<file path="src/rtl/download_sequencer_pkg.sv">
// Shared types and constants for the HPS download sequencer.
package download_sequencer_pkg;

  localparam int unsigned HOST_ADDR_W = 25;

  typedef enum logic [1:0] {
    IDLE  = 2'd0,
    LOAD  = 2'd1,
    DRAIN = 2'd2,
    HOLD  = 2'd3
  } state_t;

endpackage

</file>
<file path="src/rtl/download_sequencer.sv">
// Funnels ioctl download bytes through a one-byte buffer into the core's shared
// write port, keeping the core in reset for the download plus a settle period.
module download_sequencer
  import download_sequencer_pkg::*;
#(
  parameter int unsigned ADDR_W      = 17,
  parameter int unsigned HOLD_CYCLES = 16
) (
  input  logic                   clk_sys,
  input  logic                   reset,
  input  logic                   ioctl_download,
  input  logic                   ioctl_wr,
  input  logic [HOST_ADDR_W-1:0] ioctl_addr,
  input  logic [7:0]             ioctl_dout,
  input  logic [7:0]             ioctl_index,
  output logic                   ioctl_wait,
  input  logic                   mem_busy,
  output logic                   dn_wr,
  output logic [ADDR_W-1:0]      dn_addr,
  output logic [7:0]             dn_data,
  output logic [7:0]             dn_index,
  output logic                   sys_reset,
  output logic [ADDR_W:0]        dn_count,
  output logic [7:0]             dn_sum,
  output logic                   dn_err
);

  localparam int unsigned CNT_W  = ADDR_W + 1;
  localparam int unsigned HOLD_W = $clog2(HOLD_CYCLES + 1);

  state_t              state;
  state_t              state_nxt;
  logic                buf_full;
  logic [ADDR_W-1:0]   buf_addr;
  logic [7:0]          buf_data;
  logic [7:0]          buf_index;
  logic [HOLD_W-1:0]   hold_cnt;

  logic in_range;
  logic capture;
  logic drop;
  logic issue;
  logic start;

  // A strobe is only accepted into an empty buffer; anything else is lost.
  always_comb begin
    in_range = (ioctl_addr[HOST_ADDR_W-1:ADDR_W] == '0);
    capture  = (state == LOAD) && ioctl_wr && !buf_full && in_range;
    drop     = (state == LOAD) && ioctl_wr && (buf_full || !in_range);
    issue    = buf_full && !mem_busy;
    start    = (state == IDLE) && (state_nxt == LOAD);
  end

  always_ff @(posedge clk_sys) begin
    if (reset) state <= IDLE;
    else       state <= state_nxt;
  end

  always_comb begin
    state_nxt = state;
    case (state)
      IDLE:    if (ioctl_download) state_nxt = LOAD;
      LOAD:    if (!ioctl_download) state_nxt = DRAIN;
      DRAIN: begin
        if (ioctl_download)  state_nxt = LOAD;
        else if (!buf_full)  state_nxt = HOLD;
      end
      HOLD: begin
        if (ioctl_download)        state_nxt = LOAD;
        else if (hold_cnt == '0)   state_nxt = IDLE;
      end
      default: state_nxt = IDLE;
    endcase
  end

  // Buffer, write port, settle counter and statistics.
  always_ff @(posedge clk_sys) begin
    if (reset) begin
      buf_full  <= 1'b0;
      buf_addr  <= '0;
      buf_data  <= '0;
      buf_index <= '0;
      hold_cnt  <= '0;
      dn_wr     <= 1'b0;
      dn_addr   <= '0;
      dn_data   <= '0;
      dn_index  <= '0;
      sys_reset <= 1'b1;
      dn_count  <= '0;
      dn_sum    <= '0;
      dn_err    <= 1'b0;
    end else begin
      sys_reset <= (state_nxt != IDLE);
      dn_wr     <= issue;

      if (capture) begin
        buf_full  <= 1'b1;
        buf_addr  <= ioctl_addr[ADDR_W-1:0];
        buf_data  <= ioctl_dout;
        buf_index <= ioctl_index;
      end else if (issue) begin
        buf_full <= 1'b0;
      end

      if (issue) begin
        dn_addr  <= buf_addr;
        dn_data  <= buf_data;
        dn_index <= buf_index;
      end

      if (state == DRAIN && state_nxt == HOLD)
        hold_cnt <= HOLD_W'(HOLD_CYCLES - 1);
      else if (state == HOLD && hold_cnt != '0)
        hold_cnt <= hold_cnt - HOLD_W'(1);

      if (start) begin
        dn_count <= '0;
        dn_sum   <= '0;
        dn_err   <= 1'b0;
      end else begin
        if (issue) begin
          if (dn_count != '1) dn_count <= dn_count + CNT_W'(1);
          dn_sum <= dn_sum + buf_data;
        end
        if (drop) dn_err <= 1'b1;
      end
    end
  end

  assign ioctl_wait = buf_full;

endmodule

</file>
<file path="config.mk">
export PLATFORM = sky130hd
export DESIGN_NAME = download_sequencer
export DESIGN_NICKNAME = d
export VERILOG_FILES = /design/src/rtl/download_sequencer_pkg.sv /design/src/rtl/download_sequencer.sv
export SDC_FILE = /design/constraint.sdc
export NUM_CORES = 1
export LEC_CHECK = 0
export BUFFER_PORTS_ARGS = -buffer_cell sky130_fd_sc_hd__buf_2
export CAP_MARGIN = 20
export CORE_MARGIN = 3
export CORE_UTILIZATION = 55
export CTS_BUF_LIST = sky130_fd_sc_hd__clkbuf_16
export CTS_CLUSTER_SIZE = 20
export DETAILED_ROUTE_END_ITERATION = 6
export HOLD_SLACK_MARGIN = 0.06
export PLACE_DENSITY = 0.9
export SLEW_MARGIN = 20
export SYNTH_ARGS = -nofsm -noshare
export SYNTH_HDL_FRONTEND = slang
export SYNTH_SLANG_ARGS = --single-unit
</file>
<file path="constraint.sdc">
create_clock -name clk_sys -period 3.15 [get_ports clk_sys]
set_input_delay 0.63 -clock clk_sys [delete_from_list [all_inputs] [get_ports clk_sys]]
set_output_delay 0.63 -clock clk_sys [all_outputs]
set_load 0.03 [all_outputs]
</file>
=== Yosys cells after proc, flatten, opt, wreduce, memory -nomap -nowiden ===
Index checks and enable logic that the tools add are counted.

* Memories kept: 0
* Flip-flop bits (word level): 103
* Memory bits (read-only): 0
* Input port bits: 46
* Bits in latches: 0
* Word-level logic and storage cells: 57
* Memory bits (writable): 0

* Order comparisons: 0
* Mux-type cells: 11
* Multiply operators: 0
* $add $sub $neg: 3
* Shift-type cells: 0
* Equality and inequality tests: 6
* Bitwise logic cells: 0
* Reduce and logical (&&, ||, !) cells: 22
* Div/mod/pow operators: 0

{| class="wikitable"
|+ Operator list
! operator !! count
|-
| 18-bit by 1-bit adder with 18-bit output, second input constant || 1
|-
| 18-bit != test, second input constant || 1
|-
| 2-bit 2-to-1 mux || 6
|-
| 8-bit adder || 1
|-
| 1-bit logical AND || 8
|-
| 8-bit logical NOT || 1
|-
| 4-bit 2-to-1 mux || 2
|-
| 2-bit case mux with 4 select lines || 1
|-
| 2-bit equality test, second input constant || 3
|-
| 2-bit nonzero test || 3
|-
| 5-bit logical NOT || 1
|-
| 5-bit nonzero test || 1
|-
| 5-bit by 1-bit subtractor with 5-bit output, second input constant || 1
|-
| 2-bit by 1-bit equality test with 1-bit output, second input constant || 2
|-
| 2-bit OR reduction || 2
|-
| 1-bit logical NOT || 3
|-
| 2-bit logical NOT || 1
|-
| 1-bit 2-to-1 mux || 2
|-
| 2-bit AND reduction || 1
|-
| 1-bit logical OR || 1
|}

=== Logic depth before layout (Yosys ltp) ===
Gate-level depths: netlist (run 1).

* Depth in word-level cells: 7
* Depth in mapped cells: 8
* Mapped depth without buffers: 8

=== Least setup slack after synthesis (run 1) ===
No wires, ideal clock.

* Path type: register to register
* Start: register dn_sum[0]
* End: register dn_sum[6]
* Clock period less this slack: 2.047 ns
* Cell stages (with the launch flop): 9
* Library setup time: 0.062 ns
* Arrival time: 1.984 ns
* Setup slack: 1.103 ns
* Data required time: 3.088 ns
* Path through: dfxtp_1 > ha_1 > inv_1 > fa_1 > nor2b_1 > o21a_1 > o211ai_1 > a2111o_1 > nand3_1

* Longest elaborated chain between the ends: 1

{| class="wikitable"
|+ Ends and longest elaborated chain
! element !! RTL line !! RTL
|-
| from (decl) || download_sequencer.sv:24 || <nowiki>output logic [7:0] dn_sum,</nowiki>
|-
| from (signal assigned) || download_sequencer.sv:123 || <nowiki>dn_sum <= dn_sum + buf_data;</nowiki>
|-
| 8-bit adder || download_sequencer.sv:123 ||
|}

No other way between the ends.
A chain may end at the register's enable or synchronous reset.

=== Worst setup path in the final report (run 1) ===
Same ends and word-level chain as after synthesis.

==> summary.md, run 1 <==
| Metric | Value |
|---|---|
| Final hold viol count | 0 |
| Worst slew margin | 59.3% |
| Xor and xnor area share after synthesis | 3.93% |
| Post-synth ARST share | 0% |
| Placed Cells | 702 |
| Setup TNS | 0 ns |
| Final Critical Period | 2.00 ns |
| Type of the most critical hold path | reg -> reg |
| CTS tree | yes |
| Top cells by count, synth | nand2_1, dfxtp_1, a21oi_1, nor2_1, clkbuf_1 |
| Worst setup endpoint | dn_sum[6] |
| DRT Pass-1 Iters | 4 |
| Post-synthesis mux area share | 0.237% |
| Max Slew Vio Count | 0 |
| Number of global-route vias before repair | 3669 |
| Top_reg_cell synth | dfxtp_1 |
| Distinct cells, synth | 49 |
| Post-CTS Resized | 0 |
| Seq cells post-synth | 103 |
| Synth area leaders | dfxtp_1, nand2_1, a21oi_1, ha_1, nor2_1 |
| Post-synthesis adder-cell area fraction | 3.43% |
| Detailed Route WL | 9.79 mm |
| Finished Layout Cells | 718 |
| CP Data Arrival Time | 2.28 ns |
| Pwr dens | 486 mW/mm2 |
| Post-route DRC | 0 |
| Post-synthesis sequential area ratio | 48.7% |
| Initial cell density of the core | 57.4% |
| Clock tree buffer depth | 2 |
| Die Wd | 93.7 um |
| FF-to-FF End | dn_sum[6] |
| Simple-Gate Fraction of Synth Area | 25.0% |
| CP Max Fanout | 3 |
| Slew @ Worst Pin | 0.610 ns |
| Fmax | 0.501 GHz |
| Flop2flop setup slack | 1.15 ns |
| Largest net degree at the start of global routing | 52 |
| Combinational family with the most area after synthesis | simple AND/OR/NAND/NOR gates |
| Top-area cell type share of the netlist area | 48.7% |
| RSZ-0062 raised after global routing | false |
| Port Buffers | 108 |
| CP Launch Point | dn_sum[0] |
| # rows | 31 |
| Final clock skew | 0.00414 ns |
| Top-count cell post-synth | nand2_1 |
| EDFF count, synth | 0 |
| Sinks on Clock Net | 103 |
| Initial drt markers | 185 |
| Crit path required time | 3.44 ns |
| Mapped Cells | 518 |
| Placer congestion estimate | 0.836 |
| Clock Tree Root | clkbuf_16 |
| Boundary Pins | 109 |
| Core ar. | 0.00737 mm2 |
| Worst skew pair latency | 0.34 ns |
| Setup Viol. Count Final | 0 |
| DP Wirelength | 6.85 mm |
| CP Launch Type | register |
| Vias per cell | 5.36 |
| Area Overhead vs Synth | 21.3% |
| Area of the die | 0.00878 mm2 |
| Num CTS Buffers | 9 |
| Largest area contributor in the netlist | dfxtp_1 |
| Cell area after synthesis | 0.00423 mm2 |
| First-pass GRT wire length | 16.1 mm |
| Total track usage | 22.8% |
| Crit path capture type | register |
| Max cap viols | 0 |
| DR vias | 3851 |
| Compound-Gate Fraction of Synth Area | 15.1% |
| Syn avg cell area | 8.17 um2 |
| CP Class | reg -> reg |
| Fill count | 592 |
| Ant diodes | 0 |
| Status | finished clean |
| Post-DRT Antenna Nets | 0 |
| Synth Warn # | 0 |
| H-tree Lvls | 3 |
| Crit share post-route | 63.3% |
| Setup repair bufs after CTS | 0 |
| Post-layout nets | 671 |
| R2r startpoint | dn_sum[0] |
| Initial antenna violation count | 0 |
| Grt ovf | 0 |
| Pwr Total | 0.00249 W |
| Max IR drop VDD | 0.352 mV |
| R2r worst-path depth | 8 |
| Syn nets | 575 |
| WL/cell | 13.6 um |
| Post-CTS Hold Fix Bufs | 0 |
| Register clock-pin slew on the reported worst setup and hold paths | 0.07 ns |
| Static Leak | 2.08 nW |
| DIE HEIGHT | 93.7 um |
| Share of layout cells above drive strength 1 | 22.8% |
==> state kept, by name, indices dropped and copies added, names as in the netlist, 2 cells and up <==
register	cells
state	2
dn_addr	17
dn_index	8
buf_addr	17
hold_cnt	5
dn_data	8
buf_index	8
dn_sum	8
dn_count	18
buf_data	8
==> how the worst min path moves through the flow <==
stage | slack [ns] | from | end | cells after the start
global route | 0.46 | buf_addr[15] | dn_addr[15] | 2
detailed placement | 0.44 | dn_addr[11] | dn_addr[11] | 2
CTS | 0.45 | dn_addr[11] | dn_addr[11] | 2
finish | 0.45 | dn_addr[11] | dn_addr[11] | 2
global placement | 0.44 | buf_addr[4] | dn_addr[4] | 2
floorplan | 0.43 | buf_addr[0] | dn_addr[0] | 2
==> cells by family (layout without fill, tap and decap cells) <==
kind of cell,count (synthesis),count (layout)
AND/OR/NAND/NOR,234,234
AO/OA/AOI/OAI,113,113
multiplexers,1,1
buffers and inverters,37,138
XOR/XNOR,19,19
adder cells (fa/ha/maj),11,11
flip-flops,103,103
==> cell usage in the layout, fill, tap and decap left out, drive strengths merged, types with 2 or more instances in the layout <==
cell,n
a211oi,6
a21o,2
a21oi,84
a41oi,2
and2,3
and3,2
and4,2
buf,114
clkbuf,9
clkinv,2
dfxtp,103
ha,10
inv,11
nand2,154
nand2b,2
nand3,9
nand3b,2
nand4,5
nand4b,2
nor2,28
nor2b,3
nor3,11
nor4,4
o211ai,3
o21a,4
o21ai,5
o21bai,2
or2,2
or4,2
or4b,2
xnor2,7
xor2,12
==> cell type report <==
type,instances,area (um2),share of cell area [%]
Tap cell,99,124,2.41
Clock buffer,9,225,4.39
Timing Repair Buffer,114,586,11.4
Multi-Input combinational cell,378,2030,39.6
Inverter,8,30.0,0.585
Sequential cell,103,2060,40.2
Clock inverter,7,72.6,1.41
==> per-layer routing <==
| metal | track usage [%] | wire length [um] |
|---|---|---|
| met1 | 27.5 | 4160 |
| met2 | 38.7 | 4750 |
| met3 | 4.41 | 617 |
| met4 | 11.4 | 252 |
| met5 | 0 | 0 |
==> power breakdown <==
group          internal [W]  total [W]  switching [W]
logic             0.0000317  0.0000782      0.0000465
registers           0.00131    0.00131     0.00000420
clock network      0.000619    0.00111       0.000487
==> through the flow <==
| stage | area [um2] | setup slack, ns | hold slack, ns | utilization (%) |
|---|---|---|---|---|
| 6_report | 5130 | 1.15 | 0.452 | 69.6 |
| 5_1_grt | 5130 | 1.06 | 0.460 | 69.6 |
| 4_1_cts | 5130 | 1.15 | 0.455 | 69.6 |
| 3_5_place_dp | 4830 | 0.980 | 0.445 | 65.6 |
| 3_3_place_gp | 4830 | 0.964 | 0.436 | 65.6 |
| 2_1_floorplan | 4230 | 1.10 | 0.432 | - |
==> worst max-delay path, cell delays in order (launching register included) <==
cell,delay [ns]
dfxtp_1,0.37
ha_1,0.20
inv_1,0.06
fa_1,0.38
nor2b_1,0.17
o21a_1,0.17
o211ai_1,0.11
a2111o_1,0.39
nand3_1,0.09
No activity file was read; power rests on OpenSTA's default activity.
==> run 2: changes to the inputs <==
--- a/config.mk
+++ b/config.mk
@@ -8,12 +8,12 @@
 export BUFFER_PORTS_ARGS = -buffer_cell sky130_fd_sc_hd__buf_2
 export CAP_MARGIN = 20
 export CORE_MARGIN = 3
-export CORE_UTILIZATION = 55
+export CORE_UTILIZATION = 47
 export CTS_BUF_LIST = sky130_fd_sc_hd__clkbuf_16
 export CTS_CLUSTER_SIZE = 20
 export DETAILED_ROUTE_END_ITERATION = 6
 export HOLD_SLACK_MARGIN = 0.06
-export PLACE_DENSITY = 0.9
+export PLACE_DENSITY = 0.83
 export SLEW_MARGIN = 20
 export SYNTH_ARGS = -nofsm -noshare
 export SYNTH_HDL_FRONTEND = slang
==> constraint.sdc (replaced) <==
create_clock -name clk_sys -period 1.63 [get_ports clk_sys]
set_input_delay 0.326 -clock clk_sys [delete_from_list [all_inputs] [get_ports clk_sys]]
set_output_delay 0.326 -clock clk_sys [all_outputs]
set_load 0.03 [all_outputs]
==> run 2 against run 1 <==
Net effect: die area grew 16%; final area grew 12%; total power grew 110%; worst hold slack lost 0.23 ns; the flow now finishes with violations (setup timing); clock power grew 120%; sequential share of layout area shrank 3.7 points; utilization shrank 1.5 points; critical path type unchanged.
==> summary.md, run 2 (synthesis gave the netlist of run 1 again) <==
| Metric | Value |
|---|---|
| Status | complete, but fails checks |
| Failing checks | setup timing |
| WL/cell | 14.3 um (+5.0%) |
| Placer congestion estimate | 0.868 (+3.8%) |
| Final setup margin | -0.160 ns (-1.32 ns) |
| Slew @ Worst Pin | 0.373 ns (-0.237 ns) |
| Pre-CTS setup slack | -0.213 ns (-1.19 ns) |
| Total track usage | 21.4% (-1.4 points) |
| Fmax | 0.559 GHz (+11%) |
| Worst slew margin | 75.1% (+16 points) |
| CP Data Arrival Time | 2.07 ns (-0.21 ns) |
| Initial antenna violation count | 0 (unchanged) |
| Post-DRT Antenna Nets | 0 (unchanged) |
| Max Slew Vio Count | 0 (unchanged) |
| Setup TNS | -0.350 ns (-0.350 ns) |
| CP Class | reg -> reg |
| CP Max Fanout | 2 (-1) |
| Highest-count cells in the layout ignoring fill and taps | nand2_1, buf_2, a21oi_1 |
| CTS tree | yes |
| H-tree Lvls | 3 (unchanged) |
| Crit share post-route | 110% (+47 points) |
| Finished Layout Cells | 774 (+7.8%) |
| Num CTS Buffers | 9 (unchanged) |
| Share of layout cells above drive strength 1 | 36.8% (+14 points) |
| Final hold viol count | 0 (unchanged) |
| Die Wd | 101 um (+7.7%) |
| Vias per cell | 5.24 (-2.3%) |
| Reg with most FFs | dn_count |
| DIE HEIGHT | 101 um (+7.7%) |
| Crit path required time | 1.91 ns (-1.53 ns) |
| Grt ovf | 0 (unchanged) |
| Placed Cells | 752 (+7.1%) |
| First-pass GRT wire length | 17.6 mm (+9.1%) |
| Setup Viol. Count Final | 3 (+3) |
| Core ar. | 0.00846 mm2 (+15%) |
| Largest register FFs | 18 (unchanged) |
| Register clock-pin slew on the reported worst setup and hold paths | 0.07 ns (about the same) |
| Pwr dens | 888 mW/mm2 (+83%) |
| DP Wirelength | 7.72 mm (+13%) |
| Crit path capture type | register |
| Type of the most critical hold path | in -> reg |
| # rows | 33 (+6.5%) |
| Boundary Pins | 109 (unchanged) |
| Max IR drop VDD | 0.725 mV (+110%) |
| Initial drt markers | 159 (-14%) |
| Ant diodes | 0 (unchanged) |
| Final clock skew | 0.00598 ns (+0.00184 ns) |
| Detailed Route WL | 11.1 mm (+13%) |
| DR vias | 4055 (+5.3%) |
| Sinks on Clock Net | 103 (unchanged) |
| Area of the die | 0.0102 mm2 (+16%) |
| Static Leak | 2.37 nW (+14%) |
| Clock tree buffer depth | 2 (unchanged) |
| CP Launch Type | register |
| Post-route DRC | 0 (unchanged) |
| Post-CTS Hold Fix Bufs | 0 (unchanged) |
| Max cap viols | 0 (unchanged) |
| Port Buffers | 108 (unchanged) |
| Number of global-route vias before repair | 3844 (+4.8%) |
| DRT Pass-1 Iters | 4 (unchanged) |
| Clock Tree Root | clkbuf_16 |
| Most common cell after layout, fill and taps aside | nand2_1 |
| Final Critical Period | 1.79 ns (-0.205 ns) |
| RSZ-0062 raised after global routing | true |
| Post-layout nets | 721 (+7.5%) |
| Worst skew pair latency | 0.34 ns (about the same) |
| Largest net degree at the start of global routing | 39 (-25%) |
| Biggest regs | dn_count (18), buf_addr (17), dn_addr (17) |
| Initial cell density of the core | 50.0% (-7.4 points) |
| Area Overhead vs Synth | 36.4% |
run 2: final timing paths:
kind                  startpoint      endpoint  slack [ns]  cells past startpoint
hold / removal    ioctl_addr[14]  buf_addr[14]        0.22                      3
hold reg to reg     buf_addr[10]   dn_addr[10]        0.45                      2
setup reg to reg     buf_data[0]     dn_sum[6]       -0.16                      8
setup / recovery     buf_data[0]     dn_sum[6]       -0.16                      8
run 2: routing by layer:
layer  vias to the layer above  wire (um)  part of all wire (%)  track usage, %
met5                         -          0                     0               0
met4                         0        220                   2.0            6.42
met3                        21        760                   6.9            6.09
met2                       120       5660                    51            37.8
met1                      1883       4430                    40            25.1
li1                       2031          -                     -               -
run 2: cell type report:
| type | instances | area (um2) |
|---|---|---|
| multi-input combinational | 378 | 2200 |
| inverter | 8 | 30.0 |
| clock buffer | 9 | 225 |
| tap | 105 | 131 |
| fill | 628 | 2700 |
| clock inverter | 7 | 110 |
| sequential | 103 | 2110 |
| timing repair buffer | 164 | 965 |
run 2: stage by stage:
step / area (um2) / utilization, % / hold WS, ns / power, W
finish: 5770 / 68.1 / 0.217 / 0.00512
global route: 5770 / 68.1 / 0.217 / 0.00526
CTS: 5610 / 66.3 / 0.208 / 0.00515
detailed placement: 5270 / 62.2 / 0.443 / 0.00275
global placement: 5270 / 62.2 / 0.436 / 0.00275
floorplan: 4330 / - / 0.405 / 0.00266
run 2: worst max-delay path: stages (launching register included):
cell and delay, ns:
dfxtp_2 0.35, ha_4 0.14, inv_2 0.03, fa_2 0.34
nor2b_2 0.14, o21a_1 0.16, o211ai_1 0.11, a2111o_1 0.39
nand3_1 0.08
run 2: what timing repair did:
item	in CTS	in global routing
gates cloned	0	0
resized for setup	4	33
pin swaps	5	9
endpoints found under the setup margin	7	50
buffers inserted	0	6
run 2: power by group:
group	switching (W)	leakage [nW]	internal (W)
Sequential	0.00000958	0.845	0.00252
Combinational	0.000103	1.36	0.0000825
Clock	0.000919	0.166	0.00149
